==> src/rtl/scroll_sequencer.sv <==
// -----------------------------------------------------------------------------
// scroll_sequencer
//
// Frame-driven horizontal scroll controller for a foreground layer. Raw VGA
// vsync is synchronized and edge-detected into one frame event per vsync
// rise. The sequence waits DELAY_FRAMES frames, then slides hoffset left by
// STEP per frame until it lands exactly on LIMIT. It holds there for
// HOLD_FRAMES frames, then either loops back to the delay (LOOP=1) or parks
// in DONE (LOOP=0).
//
// Ports
//   CLK100MHZ   in   sole clock, rising edge
//   CPU_RESETN  in   asynchronous active-low reset
//   vsync       in   raw vertical sync, asynchronous to CLK100MHZ
//   start       in   level; launches from IDLE or relaunches from DONE
//   pause       in   level; freezes the sequence, frame events are dropped
//   hoffset     out  signed 12-bit horizontal layer offset (registered)
//   frame_tick  out  one-cycle pulse per detected frame (registered)
//   busy        out  high in DELAY, SCROLL and HOLD
//   done        out  high in DONE
// -----------------------------------------------------------------------------
module scroll_sequencer #(
   parameter int DELAY_FRAMES = 45,
   parameter int STEP         = 5,
   parameter int LIMIT        = -600,
   parameter int HOLD_FRAMES  = 60,
   parameter int LOOP         = 0
) (
   input  logic               CLK100MHZ,
   input  logic               CPU_RESETN,
   input  logic               vsync,
   input  logic               start,
   input  logic               pause,
   output logic signed [11:0] hoffset,
   output logic               frame_tick,
   output logic               busy,
   output logic               done
);

   // Counter wide enough to hold the larger frame count plus one.
   localparam int MAX_FRAMES = (DELAY_FRAMES > HOLD_FRAMES) ? DELAY_FRAMES : HOLD_FRAMES;
   localparam int CNT_W      = $clog2(MAX_FRAMES + 2);

   localparam logic [CNT_W-1:0]  DELAY_C = CNT_W'(DELAY_FRAMES);
   localparam logic [CNT_W-1:0]  HOLD_C  = CNT_W'(HOLD_FRAMES);
   localparam logic signed [12:0] STEP_C  = 13'(STEP);
   localparam logic signed [12:0] LIMIT13 = 13'(LIMIT);
   localparam logic signed [11:0] LIMIT12 = 12'(LIMIT);

   typedef enum logic [2:0] {
      ST_IDLE,
      ST_DELAY,
      ST_SCROLL,
      ST_HOLD,
      ST_DONE
   } state_t;

   // ---------------------------------------------------------------- sync
   logic       vsync_meta_q, vsync_meta_d;
   logic       vsync_sync_q, vsync_sync_d;
   logic       vsync_prev_q, vsync_prev_d;
   logic [2:0] sync_valid_q, sync_valid_d;
   logic       frame_tick_q, frame_tick_d;
   logic       frame_evt;

   // sync_valid_q marks how far real vsync samples have propagated since
   // reset release. An edge is only trusted once both the current and the
   // previous synchronized values are real samples, so the cleared reset
   // value never masquerades as a low level and a vsync that is already high
   // at release cannot create a frame.
   assign frame_evt = vsync_sync_q & ~vsync_prev_q & sync_valid_q[2];

   always_comb begin
      vsync_meta_d = vsync;
      vsync_sync_d = vsync_meta_q;
      vsync_prev_d = vsync_sync_q;
      sync_valid_d = {sync_valid_q[1:0], 1'b1};
      frame_tick_d = frame_evt;
   end

   always_ff @(posedge CLK100MHZ or negedge CPU_RESETN) begin
      if (!CPU_RESETN) begin
         vsync_meta_q <= 1'b0;
         vsync_sync_q <= 1'b0;
         vsync_prev_q <= 1'b0;
         sync_valid_q <= 3'b000;
         frame_tick_q <= 1'b0;
      end else begin
         vsync_meta_q <= vsync_meta_d;
         vsync_sync_q <= vsync_sync_d;
         vsync_prev_q <= vsync_prev_d;
         sync_valid_q <= sync_valid_d;
         frame_tick_q <= frame_tick_d;
      end
   end

   // ----------------------------------------------------------------- FSM
   state_t               state_q, state_d;
   logic [CNT_W-1:0]     cnt_q, cnt_d;
   logic signed [11:0]   hoffset_q, hoffset_d;
   logic [CNT_W-1:0]     cnt_inc;
   logic signed [12:0]   scroll_diff;
   logic                 frame_go;

   assign cnt_inc = cnt_q + CNT_W'(1);
   // One extra bit so the subtraction cannot wrap before the clamp compare.
   assign scroll_diff = {hoffset_q[11], hoffset_q} - STEP_C;
   // Pause swallows a coinciding frame event; nothing is queued for later.
   assign frame_go = frame_evt & ~pause;

   always_comb begin
      state_d   = state_q;
      cnt_d     = cnt_q;
      hoffset_d = hoffset_q;
      case (state_q)
         ST_IDLE: begin
            hoffset_d = '0;
            // start is honoured regardless of pause here
            if (start) begin
               state_d = ST_DELAY;
               cnt_d   = '0;
            end
         end
         ST_DELAY: begin
            if (frame_go) begin
               // ">=" also covers DELAY_FRAMES=0: leave on the first frame
               if (cnt_inc >= DELAY_C) begin
                  state_d = ST_SCROLL;
                  cnt_d   = '0;
               end else begin
                  cnt_d = cnt_inc;
               end
            end
         end
         ST_SCROLL: begin
            if (frame_go) begin
               if (scroll_diff <= LIMIT13) begin
                  hoffset_d = LIMIT12;
                  state_d   = ST_HOLD;
                  cnt_d     = '0;
               end else begin
                  hoffset_d = scroll_diff[11:0];
               end
            end
         end
         ST_HOLD: begin
            if (frame_go) begin
               if (cnt_inc >= HOLD_C) begin
                  cnt_d = '0;
                  if (LOOP != 0) begin
                     state_d   = ST_DELAY;
                     hoffset_d = '0;
                  end else begin
                     state_d = ST_DONE;
                  end
               end else begin
                  cnt_d = cnt_inc;
               end
            end
         end
         ST_DONE: begin
            hoffset_d = LIMIT12;
            if (start) begin
               state_d   = ST_DELAY;
               hoffset_d = '0;
               cnt_d     = '0;
            end
         end
         default: begin
            state_d   = ST_IDLE;
            cnt_d     = '0;
            hoffset_d = '0;
         end
      endcase
   end

   always_ff @(posedge CLK100MHZ or negedge CPU_RESETN) begin
      if (!CPU_RESETN) begin
         state_q   <= ST_IDLE;
         cnt_q     <= '0;
         hoffset_q <= '0;
      end else begin
         state_q   <= state_d;
         cnt_q     <= cnt_d;
         hoffset_q <= hoffset_d;
      end
   end

   // Outputs come straight from flops; busy/done are a decode of state_q only.
   assign hoffset    = hoffset_q;
   assign frame_tick = frame_tick_q;
   assign busy       = (state_q == ST_DELAY) || (state_q == ST_SCROLL) || (state_q == ST_HOLD);
   assign done       = (state_q == ST_DONE);

endmodule

==> config.mk <==
export PLATFORM = sky130hd
export DESIGN_NAME = scroll_sequencer
export DESIGN_NICKNAME = d
export VERILOG_FILES = /design/src/rtl/scroll_sequencer.sv
export SDC_FILE = /design/constraint.sdc
export NUM_CORES = 1
export LEC_CHECK = 0
export CAP_MARGIN = 15
export CORE_ASPECT_RATIO = 0.5
export CORE_MARGIN = 2
export CORE_UTILIZATION = 56
export DETAILED_ROUTE_END_ITERATION = 12
export PLACE_DENSITY = 0.79
export SLEW_MARGIN = 20
export SYNTH_ARGS = -nofsm -noshare
export SYNTH_HDL_FRONTEND = slang
export SYNTH_SLANG_ARGS = --single-unit
==> constraint.sdc <==
create_clock -name CLK100MHZ -period 3.5 [get_ports CLK100MHZ]
set_clock_uncertainty 0.1 [all_clocks]
set_input_delay 1.05 -clock CLK100MHZ [delete_from_list [all_inputs] [get_ports CLK100MHZ]]
set_output_delay 1.05 -clock CLK100MHZ [all_outputs]
set_load 0.01 [all_outputs]
Word level (Yosys, flattened, before mapping). Cells that the tools add are included. W data, S select, Z words.

Word-level logic and storage cells: 58. Output and inout port bits: 15. Bits of input ports: 5. Flip-flop bits (word level): 28.

Mux-type cells: 20. Bitwise operators: 6. Reductions and logical operators: 8. Equal/unequal tests: 11. Order comparisons: 3. $add $sub $neg: 2.

Operator list (count): $mux W6 (7); $mux W12 (3); $pmux W12 S3 (1); $pmux W6 S4 (1); $mux W3 (7); $le A13 B11 Y1 const B (1); $sub A12 B4 Y13 const B (1); $ge A6 B6 Y1 const B (2); $ne A2 B2 Y1 const B (6); $pmux W3 S4 (1); $reduce_and A7 Y1 (1); $add A6 B1 Y6 const B (1); $eq A3 B2 Y1 const B (2); $reduce_and A5 Y1 (1); $reduce_or A2 Y1 (2); $and A1 B1 Y1 (3); $eq A3 B1 Y1 const B (1); $eq A3 B3 Y1 const B (1); $logic_not A3 Y1 (1); $not A1 Y1 (3); $logic_or A1 B1 Y1 (2); $ne A2 B1 Y1 const B (1); $reduce_and A2 Y1 (1).

Depth between registers and ports, before layout.
Depth after elaboration: 6. Depth in mapped cells: 10. Gate-level depth less buffers: 9.

Least setup slack after synthesis. Ideal clock, no wire load.

Path kind: reg-to-reg. From: register hoffset_q[6] (netlist: hoffset[6]). To: register hoffset_q[4] (netlist: hoffset[4]). Buffers on the path: 1. Cell stages (with the launch flop): 9. Clock period less this slack: 2.808 ns. Slack: 0.692 ns. Required time: 3.308 ns. Setup time: 0.092 ns. Arrival time: 2.616 ns. Cells stage by stage: dfrtp_1 -> buf_2 -> or3_4 -> or4b_1 -> mux2i_1 -> a21oi_1 -> a31oi_4 -> or3_1 -> o31ai_2.

Cells in the longest elaborated chain, start to end: 5.

Ends and longest elaborated chain: from (decl) (RTL line 100) `logic signed [11:0] hoffset_q, hoffset_d;`; from (signal assigned) (RTL line 185) `hoffset_q <= hoffset_d;`; $sub A12 B4 Y13 (RTL line 107) `assign scroll_diff = {hoffset_q[11], hoffset_q} - STEP_C;`; $le A13 B11 Y1 (RTL line 137) `if (scroll_diff <= LIMIT13) begin`; $mux W12 (RTL line 137); $mux W12 (RTL line 136) `if (frame_go) begin`; $pmux W12 S3 (RTL line 115) `case (state_q)`.

Every way passes these cells. The select of a mux whose other input is x is not followed. A chain may end at the register's enable or synchronous reset.

Worst setup path in the final report.
From: register hoffset_q[0] (netlist: hoffset[0]). To: register hoffset_q[6] (netlist: hoffset[6]).

Cells in the longest elaborated chain, start to end: 5.

Ends and longest elaborated chain (RTL line): $sub A12 B4 Y13 (*) (107); $le A13 B11 Y1 (137); $mux W12 (*) (137); $mux W12 (*) (136); $pmux W12 S3 (*) (115).

Mark *: on every way between the ends. The rest lies on a longest branch, timed or not. The select of a mux whose other input is x is not followed.

==> metrics <==
number of global-route vias before repair 1567; setup_tns 0 ns; largest area contributor in the netlist dfrtp_1; Area contributors post-synth dfrtp_1, nand2_1, nor2_1, a21oi_1, nor3_1; asr flop ratio synth 1.000; row cnt 14; first-pass GRT wire length around 7400 um; mapped cell area 1924 um^2; initial drt markers 150; CTS Buf Count 3; Synth Area in Compound Gates 0.2666; Tcrit/Tclk final 0.9000; hold_ws 0.2634 ns; crit path max-delay cell type or4b_1; Synth Area in XOR/XNOR 0.01365; WL final around 4300 um; NumNets Final between 200 and 250; RSZ-0062 raised after global routing no; met2 WL approximately 2000 um; f_max roughly 0.32 GHz; Buf+Inv Stages, Crit Path 1; clock sink count 28; min-delay worst type register to register; combinational group share of total power 0.627; pwr/cell area a little over 1000 nW/um^2; largest net degree at the start of global routing 29; YS warnings 0; CP arrival ~3.2 ns; Largest stage delay, worst path 0.61 ns; adder-cell share of the synthesized area 0.02601; most frequent cell after synthesis dfrtp_1; cells after synthesis between 200 and 250; area of the multi-input gates approximately 1100 um^2; Final min period approximately 3.1 ns; worst skew pair latency ~0.27 ns; largest family of logic cells by synthesized area compound AO/OA/AOI/OAI gates; Congestion Overflow GR 0; DRT Pass-1 Iters 4; DRC violations left 0; Final Setup Violations 0; Initial Util 0.6137; CP Cell Sequence inv_1 > ha_1 > nor2b_1 > or4b_1 > mux2i_1 > a21oi_1 > a31oi_4 > nor2_1 > a221o_1; port bufs 19; final hold vios 0; maxcap violations 0; Die X approximately 87 um; met3 WL 264 um; average wire per standard cell about 15 um; Avg Cell Area, Syn 8.707 um^2; Post-synth EDFFs 0; WP data required 3.56 ns; syn_nets 230; power share of the sequential group 0.260; register area share after synthesis 0.3641; WL met1 about 2000 um; DR vias roughly 1700; All-Layer GR Usage 0.2414; peak supply drop 0.0004964 V; die height 45.45 um; simple-gate share of the synthesized area 0.2471; full die area around 3900 um^2; sw frac 0.4731; Slew HR 0.4328; status completed; synthesis-stage register bit count 28; post-route ant nets 0; Crit Path Category register to register; fill count around 250; share of layout cells above drive strength 1 0.09664; Root Buffer clkbuf_8; multiplexer area fraction after synthesis 0.02081; register area between 700 and 800 um^2; delay-heaviest family, CP simple AND/OR/NAND/NOR gates; Top Layer Used met4; CTS tree built; H-tree level count 1; Post-DP HPWL between 3000 and 4000 um; number of distinct library cells after synthesis 60; Lkg Pwr 0.8964 nW; crit end category register; clock tree buffer depth 2; Synth Flop Type dfrtp_1; internal power about 1.2 mW; worst slew pin tran roughly 0.85 ns; share of Yosys cell area claimed by the top area cell type 0.3641; crit path launch type register; synth cell count leaders dfrtp_1, nand2_1, nor2_1, a21oi_1, nor3_1; Area Growth Syn to Fin 15.28%; Placeable Area 3136 um^2; final slew viol count 0; diodes inserted 0; GP Congestion a little under 0.9; clock power share 0.112; Critical Path Fanout Max 18; Top Ports 20; Hold-fix buffers, CTS 0; vias per std cell between 6 and 7; post-cts resize count 0; Clock Pin Slew Worst Setup and Hold Paths around 0.09 ns; net switching power 1.067 mW; initial antenna violation count 0; Post-CTS Setup Repair Bufs 0
-- state kept, by name (all words and copies together), names as in the netlist --
name	cells
hoffset	12
cnt_q	6
state_q	3
sync_valid_q	3
frame_tick	1
vsync_meta_q	1
vsync_prev_d	1
vsync_prev_q	1
-- cell type report --
type                    instances  area share
multi-input cells             169      0.4997
flip-flops and latches         28      0.3158
repair buffers                 27      0.1128
well taps                      40     0.02256
clock buffers                   3     0.01861
inverters                      10     0.01692
clock inverters                 1     0.01354
-- power by group through the flow --
stage / registers [mW] / clock network [mW] / logic [mW]
global route: 0.609 / 0.269 / 1.56
finish: 0.587 / 0.253 / 1.42
floorplan: 0.543 / 0 / 1.08
global placement: 0.584 / 0 / 1.37
detailed placement: 0.590 / 0 / 1.39
CTS: 0.584 / 0.257 / 1.40
-- worst paths after layout --
| check | from | endpoint | slack [ns] | depth (start not counted) |
|---|---|---|---|---|
| worst max-delay path | hoffset[0] | hoffset[6] | 0.35 | 9 |
| worst min-delay path | sync_valid_q[1] | sync_valid_q[2] | 0.26 | 0 |
| worst max register to register | hoffset[0] | hoffset[6] | 0.35 | 9 |
| worst min register to register | sync_valid_q[1] | sync_valid_q[2] | 0.26 | 0 |
| max in group asynchronous | CPU_RESETN | hoffset[4] | 2.00 | 2 |
| min in group asynchronous | CPU_RESETN | sync_valid_q[0] | 1.04 | 2 |
-- cell usage in the layout (no fill, tap or decap), types with 3 or more instances in the layout --
cell and instances:
nor3b_1 3, o22ai_1 4, a31oi_1 3, buf_4 8
nor3_1 12, nand3b_1 4, o31ai_1 3, and3_1 3
nor2_1 17, o21ai_0 8, clkdlybuf4s50_1 19, nand2b_1 3
nand3_1 8, ha_1 4, a21o_1 4, dfrtp_1 28
clkbuf_8 3, xnor2_1 3, nand2_1 21, nor2b_1 3
o221ai_1 4, o21ai_1 4, a21oi_1 12, mux2i_1 4
inv_1 10
-- per-stage QoR --
| step | setup WS, ns | cell area [um^2] | total power, mW | instances | utilization |
|---|---|---|---|---|---|
| 2_1_floorplan | 0.6920 | 1924 | 1.626 | 221 | - |
| 5_1_grt | 0.1405 | 2218 | 2.440 | 278 | 0.7075 |
| 3_3_place_gp | 0.3992 | 2147 | 1.952 | 274 | 0.6848 |
| 6_report | 0.3501 | 2218 | 2.255 | 278 | 0.7075 |
| 4_1_cts | 0.3739 | 2218 | 2.241 | 278 | 0.7075 |
| 3_5_place_dp | 0.3902 | 2147 | 1.980 | 274 | 0.6848 |
-- logic make-up after synthesis --
family,Yosys count
adder cells (fa/ha/maj),4
AND/OR/NAND/NOR,89
buffers and inverters,24
other,1
XOR/XNOR,3
multiplexers,4
AO/OA/AOI/OAI,68
flip-flops,28
-- routing by layer --
metal  vias up  global-route usage
met4         0             0.06563
met2        49              0.3756
met1       821              0.3514
met5         -                   0
li1        861                   -
met3         4             0.04529
(Power assumes the default switching activity.)
